===== config.mk =====
export PLATFORM = sky130hd
export DESIGN_NAME = instr_dispatcher
export DESIGN_NICKNAME = d
export VERILOG_FILES = /design/src/rtl/instr_dispatcher.sv
export SDC_FILE = /design/constraint.sdc
export NUM_CORES = 1
export LEC_CHECK = 0
export BUFFER_PORTS_ARGS = -buffer_cell sky130_fd_sc_hd__buf_2
export CAP_MARGIN = 10
export CORE_MARGIN = 5
export CORE_UTILIZATION = 47
export CTS_CLUSTER_DIAMETER = 200
export DETAILED_ROUTE_END_ITERATION = 7
export PLACE_DENSITY = 0.76
export SLEW_MARGIN = 20
export SYNTH_ARGS = -nofsm -noshare
export SYNTH_HDL_FRONTEND = slang
export SYNTH_SLANG_ARGS = --single-unit

===== constraint.sdc =====
create_clock -name clk -period 1.9 [get_ports clk]
set_input_delay 0.285 -clock clk [delete_from_list [all_inputs] [get_ports clk]]
set_output_delay 0.285 -clock clk [all_outputs]
set_load 0.01 [all_outputs]

===== src/rtl/instr_dispatcher.sv =====
// In-order issue controller between the instruction FIFO and the TPU execution
// units. It decodes the FIFO head and checks unit-busy and weight/matmul
// hazards. Each accepted instruction is popped in the cycle it is accepted and
// is issued as a one-cycle pulse on the next cycle. The block also handles the
// NOP, SYNC and HALT control instructions.
//
// Ports:
//   clk, rst             clock; synchronous active-high reset
//   instr_in, fifo_empty FIFO head (first-word-fall-through) and empty flag
//   fifo_next_en         combinational pop strobe, one cycle per accepted head
//   *_busy               execution unit busy flags
//   resume               leaves the HALTED state
//   instr_out            copy of the last issued instruction
//   *_issue              one-cycle start pulses
//   halted, idle         status outputs
//   illegal_op           sticky flag, set when an illegal opcode is popped
//
// Optional: define DISPATCH_STATS_EN to add the issue_count and stall_count
// statistics counters. These counters are sized by CNT_WIDTH.
module instr_dispatcher #(
  parameter int unsigned INSTR_WIDTH = 80
`ifdef DISPATCH_STATS_EN
  ,
  parameter int unsigned CNT_WIDTH   = 32
`endif
) (
  input  logic                   clk,
  input  logic                   rst,
  input  logic [INSTR_WIDTH-1:0] instr_in,
  input  logic                   fifo_empty,
  output logic                   fifo_next_en,
  input  logic                   weight_busy,
  input  logic                   matmul_busy,
  input  logic                   act_busy,
  input  logic                   resume,
  output logic [INSTR_WIDTH-1:0] instr_out,
  output logic                   weight_issue,
  output logic                   matmul_issue,
  output logic                   act_issue,
  output logic                   halted,
  output logic                   idle,
  output logic                   illegal_op
`ifdef DISPATCH_STATS_EN
  ,
  output logic [CNT_WIDTH-1:0]   issue_count,
  output logic [CNT_WIDTH-1:0]   stall_count
`endif
);

  localparam int unsigned OP_WIDTH = 8;
  localparam int unsigned N_UNITS  = 3;

  typedef enum logic [1:0] {
    ST_RUN,
    ST_WAIT_SYNC,
    ST_HALTED
  } state_t;

  typedef enum logic [2:0] {
    OP_NOP,
    OP_SYNC,
    OP_LOAD_WEIGHT,
    OP_MATMUL,
    OP_ACTIVATE,
    OP_HALT,
    OP_ILLEGAL
  } op_class_t;

  state_t              state;
  state_t              state_next;
  op_class_t           op_class;
  logic [OP_WIDTH-1:0] opcode;
  logic                accept;
  logic                set_illegal;
  logic [N_UNITS-1:0]  issue_next;     // {act, matmul, weight}
  logic                eff_weight;
  logic                eff_matmul;
  logic                eff_act;

  // The unit latches its start pulse one cycle before its busy flag rises.
  // The issue pulse register therefore doubles as the pending flag.
  assign eff_weight = weight_busy | weight_issue;
  assign eff_matmul = matmul_busy | matmul_issue;
  assign eff_act    = act_busy    | act_issue;

  assign opcode = instr_in[INSTR_WIDTH-1 -: OP_WIDTH];

  // Opcode decode
  always_comb begin
    op_class = OP_ILLEGAL;
    if (opcode == 8'h00)                op_class = OP_NOP;
    else if (opcode == 8'h01)           op_class = OP_SYNC;
    else if (opcode[7:3] == 5'b0_0001)  op_class = OP_LOAD_WEIGHT;
    else if (opcode[7:4] == 4'h2)       op_class = OP_MATMUL;
    else if (opcode[7:4] == 4'h4)       op_class = OP_ACTIVATE;
    else if (opcode == 8'hFF)           op_class = OP_HALT;
  end

  // Next-state, accept and issue selection
  always_comb begin
    state_next   = state;
    accept       = 1'b0;
    set_illegal  = 1'b0;
    issue_next   = '0;
    fifo_next_en = 1'b0;
    unique case (state)
      ST_RUN: begin
        if (!fifo_empty) begin
          unique case (op_class)
            OP_NOP: accept = 1'b1;
            OP_SYNC: begin
              accept     = 1'b1;
              state_next = ST_WAIT_SYNC;
            end
            OP_HALT: begin
              accept     = 1'b1;
              state_next = ST_HALTED;
            end
            // Weights must not change under an active multiply.
            OP_LOAD_WEIGHT: begin
              if (!eff_weight && !eff_matmul) begin
                accept     = 1'b1;
                issue_next = 3'b001;
              end
            end
            OP_MATMUL: begin
              if (!eff_matmul && !eff_weight) begin
                accept     = 1'b1;
                issue_next = 3'b010;
              end
            end
            OP_ACTIVATE: begin
              if (!eff_act && !eff_matmul) begin
                accept     = 1'b1;
                issue_next = 3'b100;
              end
            end
            default: begin
              accept      = 1'b1;
              set_illegal = 1'b1;
            end
          endcase
        end
      end
      ST_WAIT_SYNC: begin
        if (!eff_weight && !eff_matmul && !eff_act) state_next = ST_RUN;
      end
      ST_HALTED: begin
        if (resume) state_next = ST_RUN;
      end
      default: state_next = ST_RUN;
    endcase
    fifo_next_en = accept && !rst;
  end

  // State register
  always_ff @(posedge clk) begin
    if (rst) state <= ST_RUN;
    else     state <= state_next;
  end

  // Registered outputs
  always_ff @(posedge clk) begin
    if (rst) begin
      instr_out    <= '0;
      weight_issue <= 1'b0;
      matmul_issue <= 1'b0;
      act_issue    <= 1'b0;
      halted       <= 1'b0;
      idle         <= 1'b0;
      illegal_op   <= 1'b0;
    end else begin
      weight_issue <= issue_next[0];
      matmul_issue <= issue_next[1];
      act_issue    <= issue_next[2];
      if (issue_next != '0) instr_out <= instr_in;
      halted       <= (state_next == ST_HALTED);
      idle         <= (state == ST_RUN) && fifo_empty &&
                      !eff_weight && !eff_matmul && !eff_act;
      illegal_op   <= illegal_op | set_illegal;
    end
  end

`ifdef DISPATCH_STATS_EN
  // Statistics counters. Issue pulses only ever occur in RUN.
  always_ff @(posedge clk) begin
    if (rst) begin
      issue_count <= '0;
      stall_count <= '0;
    end else begin
      if (weight_issue || matmul_issue || act_issue)
        issue_count <= issue_count + CNT_WIDTH'(1);
      if ((state == ST_RUN) && !fifo_empty && !accept)
        stall_count <= stall_count + CNT_WIDTH'(1);
    end
  end
`endif

endmodule


# Word-level counts from Yosys, hierarchy flattened
# Cells that the tools add are included.
dict set report classes {
  n_eq_ne 13
  muxes 25
  bitwise_logic 4
  n_reduce_logical 18
}
# operator n
set op_table {}
lappend op_table {{$mux 3} 7}
lappend op_table {{$mux 2} 6}
lappend op_table {{$pmux 3 s3} 1}
lappend op_table {{$eq 8x1->1 const B} 1}
lappend op_table {{$eq 8x8->1 const B} 1}
lappend op_table {{$logic_and 1x1->1} 8}
lappend op_table {{$logic_not 8->1} 1}
lappend op_table {{$mux 1} 8}
lappend op_table {{$eq 3x2->1 const B} 2}
lappend op_table {{$eq 3x3->1 const B} 2}
lappend op_table {{$pmux 2 s3} 1}
lappend op_table {{$reduce_or 6->1} 1}
lappend op_table {{$eq 5x1->1 const B} 1}
lappend op_table {{$eq 2x2->1 const B} 2}
lappend op_table {{$eq 4x2->1 const B} 1}
lappend op_table {{$eq 4x3->1 const B} 1}
lappend op_table {{$logic_not 1->1} 4}
lappend op_table {{$or 1x1->1} 4}
lappend op_table {{$pmux 2 s2} 1}
lappend op_table {{$eq 3x1->1 const B} 1}
lappend op_table {{$logic_not 3->1} 1}
lappend op_table {{$reduce_bool 3->1} 1}
lappend op_table {{$eq 2x1->1 const B} 1}
lappend op_table {{$logic_not 2->1} 1}
lappend op_table {{other kinds (2)} 2}
dict set report word_totals {
  ff_bits 88
  output_inout_bits 87
  word_cells 68
}

# Longest topological paths before layout
# Gate-level depths: netlist of the first run.
dict set report logic_depth {
  word_depth 13
  depth_mapped 6
  ltp_nobuf 4
}

# Least setup slack after synthesis of the first run
# Ideal clock, no wire load.
dict set report synth_timing {
  path_kind {input to register}
  from {in instr_in[79]}
  to {reg instr_out[0]}
  setup_ns 0.072
  arrival_time_ns 1.637
  required_ns 1.828
  path_slack_ns 0.191
  path_stages 6
  path_cell_list {or4b_4 nand2b_4 o22ai_4 buf_12 buf_12 mux2i_1}
}
dict set report synth_between {
  elab_chain_len 12
}
# item line
set synth_lines {}
lappend synth_lines {{start, declared} 29} ;# input logic [INSTR_WIDTH-1:0] instr_in,
lappend synth_lines {{$eq 8x8->1} 96} ;# else if (opcode == 8'hFF) op_class = OP_HALT;
lappend synth_lines {{$mux 2} 96}
lappend synth_lines {{$mux 2} 95} ;# else if (opcode[7:4] == 4'h4) op_class = OP_ACTIVATE;
lappend synth_lines {{$mux 3} 94} ;# else if (opcode[7:4] == 4'h2) op_class = OP_MATMUL;
lappend synth_lines {{$mux 3} 93} ;# else if (opcode[7:3] == 5'b0_0001) op_class = OP_LOAD_WEIGHT;
lappend synth_lines {{$mux 3} 92} ;# else if (opcode == 8'h01) op_class = OP_SYNC;
lappend synth_lines {{$mux 3 *} 91} ;# if (opcode == 8'h00) op_class = OP_NOP;
lappend synth_lines {{$eq 3x3->1 or $eq 3x2->1 (tied branches)} 109} ;# unique case (op_class)
lappend synth_lines {{$pmux 3 s3 *} 109}
lappend synth_lines {{$mux 3 *} 108} ;# if (!fifo_empty) begin
lappend synth_lines {{$mux 3 *} 106} ;# unique case (state)
lappend synth_lines {{$reduce_bool 3->1 *} 176} ;# if (issue_next != '0) instr_out <= instr_in;
lappend synth_lines {{end signal, assigned} 176}
lappend synth_lines {{end, declared} 36} ;# output logic [INSTR_WIDTH-1:0] instr_out,
# Mark *: on every way between the ends. The rest lies on a longest branch, timed or not.
# A chain may end at the register's enable or synchronous reset.

# Worst setup path after layout of the first run
dict set report layout_timing {
  from {reg state[1]}
  to {out fifo_next_en}
}
dict set report layout_between {
  elab_chain_len 3
}
# item line
set layout_lines {}
lappend layout_lines {{start, declared} 69} ;# state_t state;
lappend layout_lines {{start signal, assigned} 159} ;# else state <= state_next;
lappend layout_lines {{$logic_not 2->1} 106}
lappend layout_lines {{$mux 1} 106}
lappend layout_lines {{$logic_and 1x1->1} 153} ;# fifo_next_en = accept && !rst;
lappend layout_lines {{end, declared} 31} ;# output logic fifo_next_en,
# Every way passes these cells.

==> reports/results.ini, run 1 <==
[sta]
min_period_over_period_pct = 95.28
relSlewSlack_pct = 70.34
finalHoldViolCount = 0
fin_crit_ns = 1.810
rsz0062_at_grt = no
worst_pin_slew_ns = 0.4403
timing.fmax_mhz = 552.4
setup_violations = 0
skew_ns = 0.009072
final_max_slew_viol_count = 0
layout_setup_ws_ns = 0.08966

[synth]
synth.ff_latch_count = 88
synth_area_mm2 = 0.003939
ys_types = 34
syn-num-nets = 475
synth_warnings = 0
synth_flop_cell = dfxtp_1
synthArstFlopShare_pct = 0
ys_seq_area_share_pct = 44.73
synth_cells = 388
synth_largest_area_cell = dfxtp_1
synth_top_area_share_pct = 44.73
synth_edf_count = 0
synth_area_per_cell_um2 = 10.15
synthTopCellsByArea = dfxtp_1 45%, mux2i_1 20%, nand2b_1 16%, nand2_1 5.0%, buf_12 4.6%

[layout]
n_antenna_cell = 0
drive_above_1_share_pct = 36.90
most-common-layout-cells = 173 x buf_2, 103 x nand2b_1, 88 x dfxtp_1
final_common_cell = buf_2
syn_to_final_growth_pct = 27.13
final_cells = 666
finalNetCount = 644
stdcell_area_mm2 = 0.005007

[detailed_routing]
drtIter0Drc = 55
via_per_inst = 4.800
first_pass_iters = 4
wirelength_met1_um = 3781
wl_met2_um = 4311
wl_met3_um = 904
antenna_left = 0
wl_per_cell_um = 13.77
wl_um = 9170
vias = 3197
drcViolationCount = 0
highest_layer = met4

[clock_network]
cts_tree = yes
clkTransAtPathRegs_ns = 0.08
cts_buffers = 9
htreeDepth = 3
post_cts_buffers = 0
cts_buffer_depth = 2
root_buffer = clkbuf_8
clock-sinks = 88
clk_latency_ns = 0.34

[worst_setup_path]
worstSetupStartpointType = register
path_class = reg -> out
path_cells = or4_4 > nor2_1 > buf_2
reg2reg_slack_ns = 0.13
worst_setup_path_end_kind = output port
cp.depth = 3
r2r_cells = 5
arrival_ns = 1.53
path_delay_family = simple AND/OR/NAND/NOR gates
slowest_delay_ns = 0.60
required_ns = 1.62
slowest_stage = or4_4
cp_max_fo = 7
path_buf_inv = 1

[floorplan]
start_util_pct = 48.18
die_w_um = 101.5
rows = 33
num_io_pins = 174
dieArea_mm2 = 0.01031
core_area_mm2 = 0.008175
die_h_um = 101.5

[global_route]
grt_usage_pct = 17.51
grt_pass1_wl_um = 14500
grt-ovfl-total = 0
grt_max_degree = 71
antenna_found_initial = 0
first_global_vias = 3189

[power_and_ir_drop]
power_density_mw_per_mm2 = 685.4
vdd_drop_max_v = 0.0003268
p_leak_uw = 0.002248

[placement]
place_area_mm2 = 0.004811
gp_congestion = 0.8730
dp.cells = 651
hpwl_um = 6986
dp_slack_ns = -0.1422
port_buffers = 173

[hold_path]
min_path_type = in -> reg
hold_path_depth = 2

[outcome]
status = completed

[flow_run]
max_cap_viol_count = 0

[final timing paths]
kind / start / end
min reg2reg: instr_out[0] / instr_out[0]
min: weight_busy / idle
max: state[1] / fifo_next_en
max reg2reg: state[1] / instr_out[67]
[per-layer routing]
metal / GRT usage [%] / vias to the layer above
met5: 0 / -
met4: 6.953 / 0
met3: 5.579 / 15
met2: 29.83 / 115
met1: 20.40 / 1452
li1: - / 1615
[state kept, by name, indices dropped and copies added, names as in the netlist]
name,count
illegal_op,1
idle,1
state,2
act_issue,1
weight_issue,1
halted,1
matmul_issue,1
instr_out,80
[power breakdown]
part           internal, uW  switching (uW)  leakage (uW)  total, uW
Clock                   631             609     0.0000989       1240
Combinational           169             152       0.00144        322
Sequential             1860            9.19      0.000710       1870
[synth_stat cells, types with 2 or more instances]
master / n
buf_12: 9
clkbuf_1: 17
dfxtp_1: 88
inv_1: 2
mux2i_1: 77
nand2_1: 52
nand2b_1: 103
nor2_1: 5
nor3_1: 2
nor3b_1: 3
nor4_1: 2
o211a_1: 2
o21ai_1: 3
o31ai_1: 2
or4_1: 2
[repair_timing]
| item | in CTS | in global routing |
|---|---|---|
| endpoints found under the setup margin | 1 | 4 |
| gates cloned | 0 | 0 |
| hold buffers | 0 | 0 |
| gates resized for setup | 1 | 1 |
[area by class of cell]
| class | count | area [um2] |
|---|---|---|
| well taps | 105 | 131.4 |
| multi-input cells | 270 | 1916 |
| repair buffers | 185 | 993.5 |
| flip-flops and latches | 88 | 1762 |
| fillers | 727 | 3168 |
| clock buffers | 11 | 141.4 |
| clock inverters | 4 | 45.04 |
| inverters | 3 | 18.77 |
[cells by family (layout without fill, tap and decap cells)]
family / Yosys count / after routing / share of synthesized area (%)
buf+inv: 30 / 203 / 6.893
compound gates: 13 / 13 / 2.636
mux: 77 / 77 / 19.57
simple gates: 180 / 180 / 26.18
flops: 88 / 88 / 44.73
[per-stage QoR]
step	hold WS, ns	power [uW]	util [%]	TNS [ns]
3_5_place_dp	0.4447	2235	58.85	-6.392
5_1_grt	0.1393	3604	61.25	0
6_report	0.1601	3432	61.25	0
2_1_floorplan	0.3618	2092	-	0
3_3_place_gp	0.4392	2228	58.85	-2.660
4_1_cts	0.1214	3488	61.17	0
Power figures use the tool's default switching activity.
==> run 2: changes to the inputs <==
--- a/config.mk
+++ b/config.mk
@@ -7,11 +7,13 @@
 export LEC_CHECK = 0
 export BUFFER_PORTS_ARGS = -buffer_cell sky130_fd_sc_hd__buf_2
 export CAP_MARGIN = 10
+export CELL_PAD_IN_SITES_DETAIL_PLACEMENT = 2
+export CELL_PAD_IN_SITES_GLOBAL_PLACEMENT = 2
 export CORE_MARGIN = 5
-export CORE_UTILIZATION = 47
+export CORE_UTILIZATION = 27
 export CTS_CLUSTER_DIAMETER = 200
 export DETAILED_ROUTE_END_ITERATION = 7
-export PLACE_DENSITY = 0.76
+export PLACE_DENSITY = 0.74
 export SLEW_MARGIN = 20
 export SYNTH_ARGS = -nofsm -noshare
 export SYNTH_HDL_FRONTEND = slang
==> reports/results.ini, run 2 (same netlist as run 1, synthesis figures left out) <==
[layout]
finalNetCount = 644  ; unchanged
final_common_cell = buf_2
drive_above_1_share_pct = 37.01  ; +0.11 points
regMostFlops = instr_out
most-common-layout-cells = 173 x buf_2, 103 x nand2b_1, 88 x dfxtp_1
syn_to_final_growth_pct = 32.85
final_cells = 747  ; +12%
largestRegisters = instr_out: 80 flops, state: 2 flops
largest_reg_flops = 80  ; unchanged

[clock_network]
cts_buffer_depth = 2  ; unchanged
root_buffer = clkbuf_16
post_cts_buffers = 0  ; unchanged
htreeDepth = 3  ; unchanged
cts_tree = yes
clkTransAtPathRegs_ns = 0.07  ; about the same
clock-sinks = 88  ; unchanged
clk_latency_ns = 0.34  ; about the same
cts_hold_buf = 0  ; unchanged
cts_buffers = 9  ; unchanged

[placement]
port_buffers = 173  ; unchanged
dp.cells = 730  ; +12%
gp_congestion = 0.7357  ; -16%
hpwl_um = 8850  ; +27%

[floorplan]
rows = 44  ; +33%
core_area_mm2 = 0.01442  ; +76%
dieArea_mm2 = 0.01710  ; +66%
die_w_um = 130.8  ; +29%
die_h_um = 130.8  ; +29%
start_util_pct = 27.31  ; -21 points
num_io_pins = 174  ; unchanged

[detailed_routing]
via_per_inst = 4.432  ; -7.7%
first_pass_iters = 4  ; unchanged
wl_per_cell_um = 15.61  ; +13%
antenna_left = 0  ; unchanged
drtIter0Drc = 67  ; +22%
vias = 3311  ; +3.6%
drcViolationCount = 0  ; unchanged
wl_um = 11660  ; +27%

[global_route]
grt_max_degree = 111  ; +56%
antenna_found_initial = 1  ; +1
grt_pass1_wl_um = 18300  ; +26%
grt_usage_pct = 13.68  ; -3.8 points
first_global_vias = 3662  ; +15%
grt-ovfl-total = 0  ; unchanged

[sta]
fin_crit_ns = 1.794  ; -0.01592 ns
rsz0062_at_grt = no
relSlewSlack_pct = 69.36  ; -0.97 points
final_max_slew_viol_count = 0  ; unchanged
finalHoldViolCount = 0  ; unchanged
setup_violations = 0  ; unchanged
skew_ns = 0.008307  ; -0.0007645 ns
timing.fmax_mhz = 557.3  ; +0.89%
finalSetupTns_ns = 0  ; unchanged
min_period_over_period_pct = 94.44  ; -0.84 points
worst_pin_slew_ns = 0.4547  ; +0.01444 ns

[worst_setup_path]
worst_setup_path_end_kind = output port
arrival_ns = 1.51  ; -0.02 ns
cp_max_fo = 4  ; -3
path_class = reg -> out
required_ns = 1.62  ; about the same
worstSetupStartpointType = register

[flow_run]
max_cap_viol_count = 0  ; unchanged

[hold_path]
min_path_type = in -> reg

[power_and_ir_drop]
vdd_drop_max_v = 0.0003468  ; +6.1%
p_leak_uw = 0.002293  ; +2.0%
power_density_mw_per_mm2 = 770.8  ; +12%

[outcome]
status = completed

-- run 2: cell types whose count changed in the layout (fill, tap and decap cells not counted), moves of 2 or more --
cell,previous run,this run
clkbuf_16,0,9
clkbuf_8,10,0
clkinv_2,3,0
clkinv_4,0,2
clkinvlp_4,0,2
inv_6,0,2
-- run 2: critical path: stages, from the launching register on --
cell and delay, ns:
dfxtp_1 0.37, nor4_4 0.32, buf_4 0.16, o22ai_1 0.06, nor2_1 0.11, buf_2 0.14
-- run 2: power by group --
group          switching (uW)  internal (uW)  leakage (uW)
clock network             794           1030      0.000143
registers                10.0           1860      0.000710
logic                     162            172       0.00144
-- run 2: final timing paths --
check / start / end / slack, ns / cells after the start
setup reg to reg: matmul_issue / instr_out[41] / 0.12 / 5
hold reg to reg: instr_out[10] / instr_out[10] / 0.46 / 2
hold / removal: instr_in[11] / instr_out[11] / 0.18 / 3
setup / recovery: weight_issue / fifo_next_en / 0.11 / 5
-- run 2: stage by stage --
stage               util [%]  hold WS (ns)  total power [uW]  setup WS (ns)  cell area, um2
floorplan                  -        0.3618              2092         0.1913            3939
global placement       34.04        0.4392              2239       -0.04386            4910
detailed placement     34.04        0.4481              2254        -0.1488            4910
CTS                    36.20        0.1329              4109        0.05656            5221
global route           36.26        0.1678              4229       0.002977            5230
finish                 36.28        0.1822              4033         0.1056            5233
-- run 2: layout make-up --
cell class | count | area (um2)
clock buffers | 9 | 225.2
repair buffers | 185 | 993.5
clock inverters | 7 | 80.08
multi-input cells | 270 | 1921
flip-flops and latches | 88 | 1762
well taps | 184 | 230.2
diodes | 1 | 2.502
inverters | 3 | 18.77
fillers | 1642 | 9191
-- run 2: repair_timing --
action                     CTS  global route
setup endpoints to repair    1             1
cloned                       0             0
gates resized for setup      1             1
-- run 2: layer usage --
| metal | track usage, % | wire length [um] |
|---|---|---|
| met5 | 0 | 13 |
| met4 | 5.384 | 190 |
| met3 | 6.220 | 1188 |
| met2 | 22.64 | 5540 |
| met1 | 15.41 | 4725 |
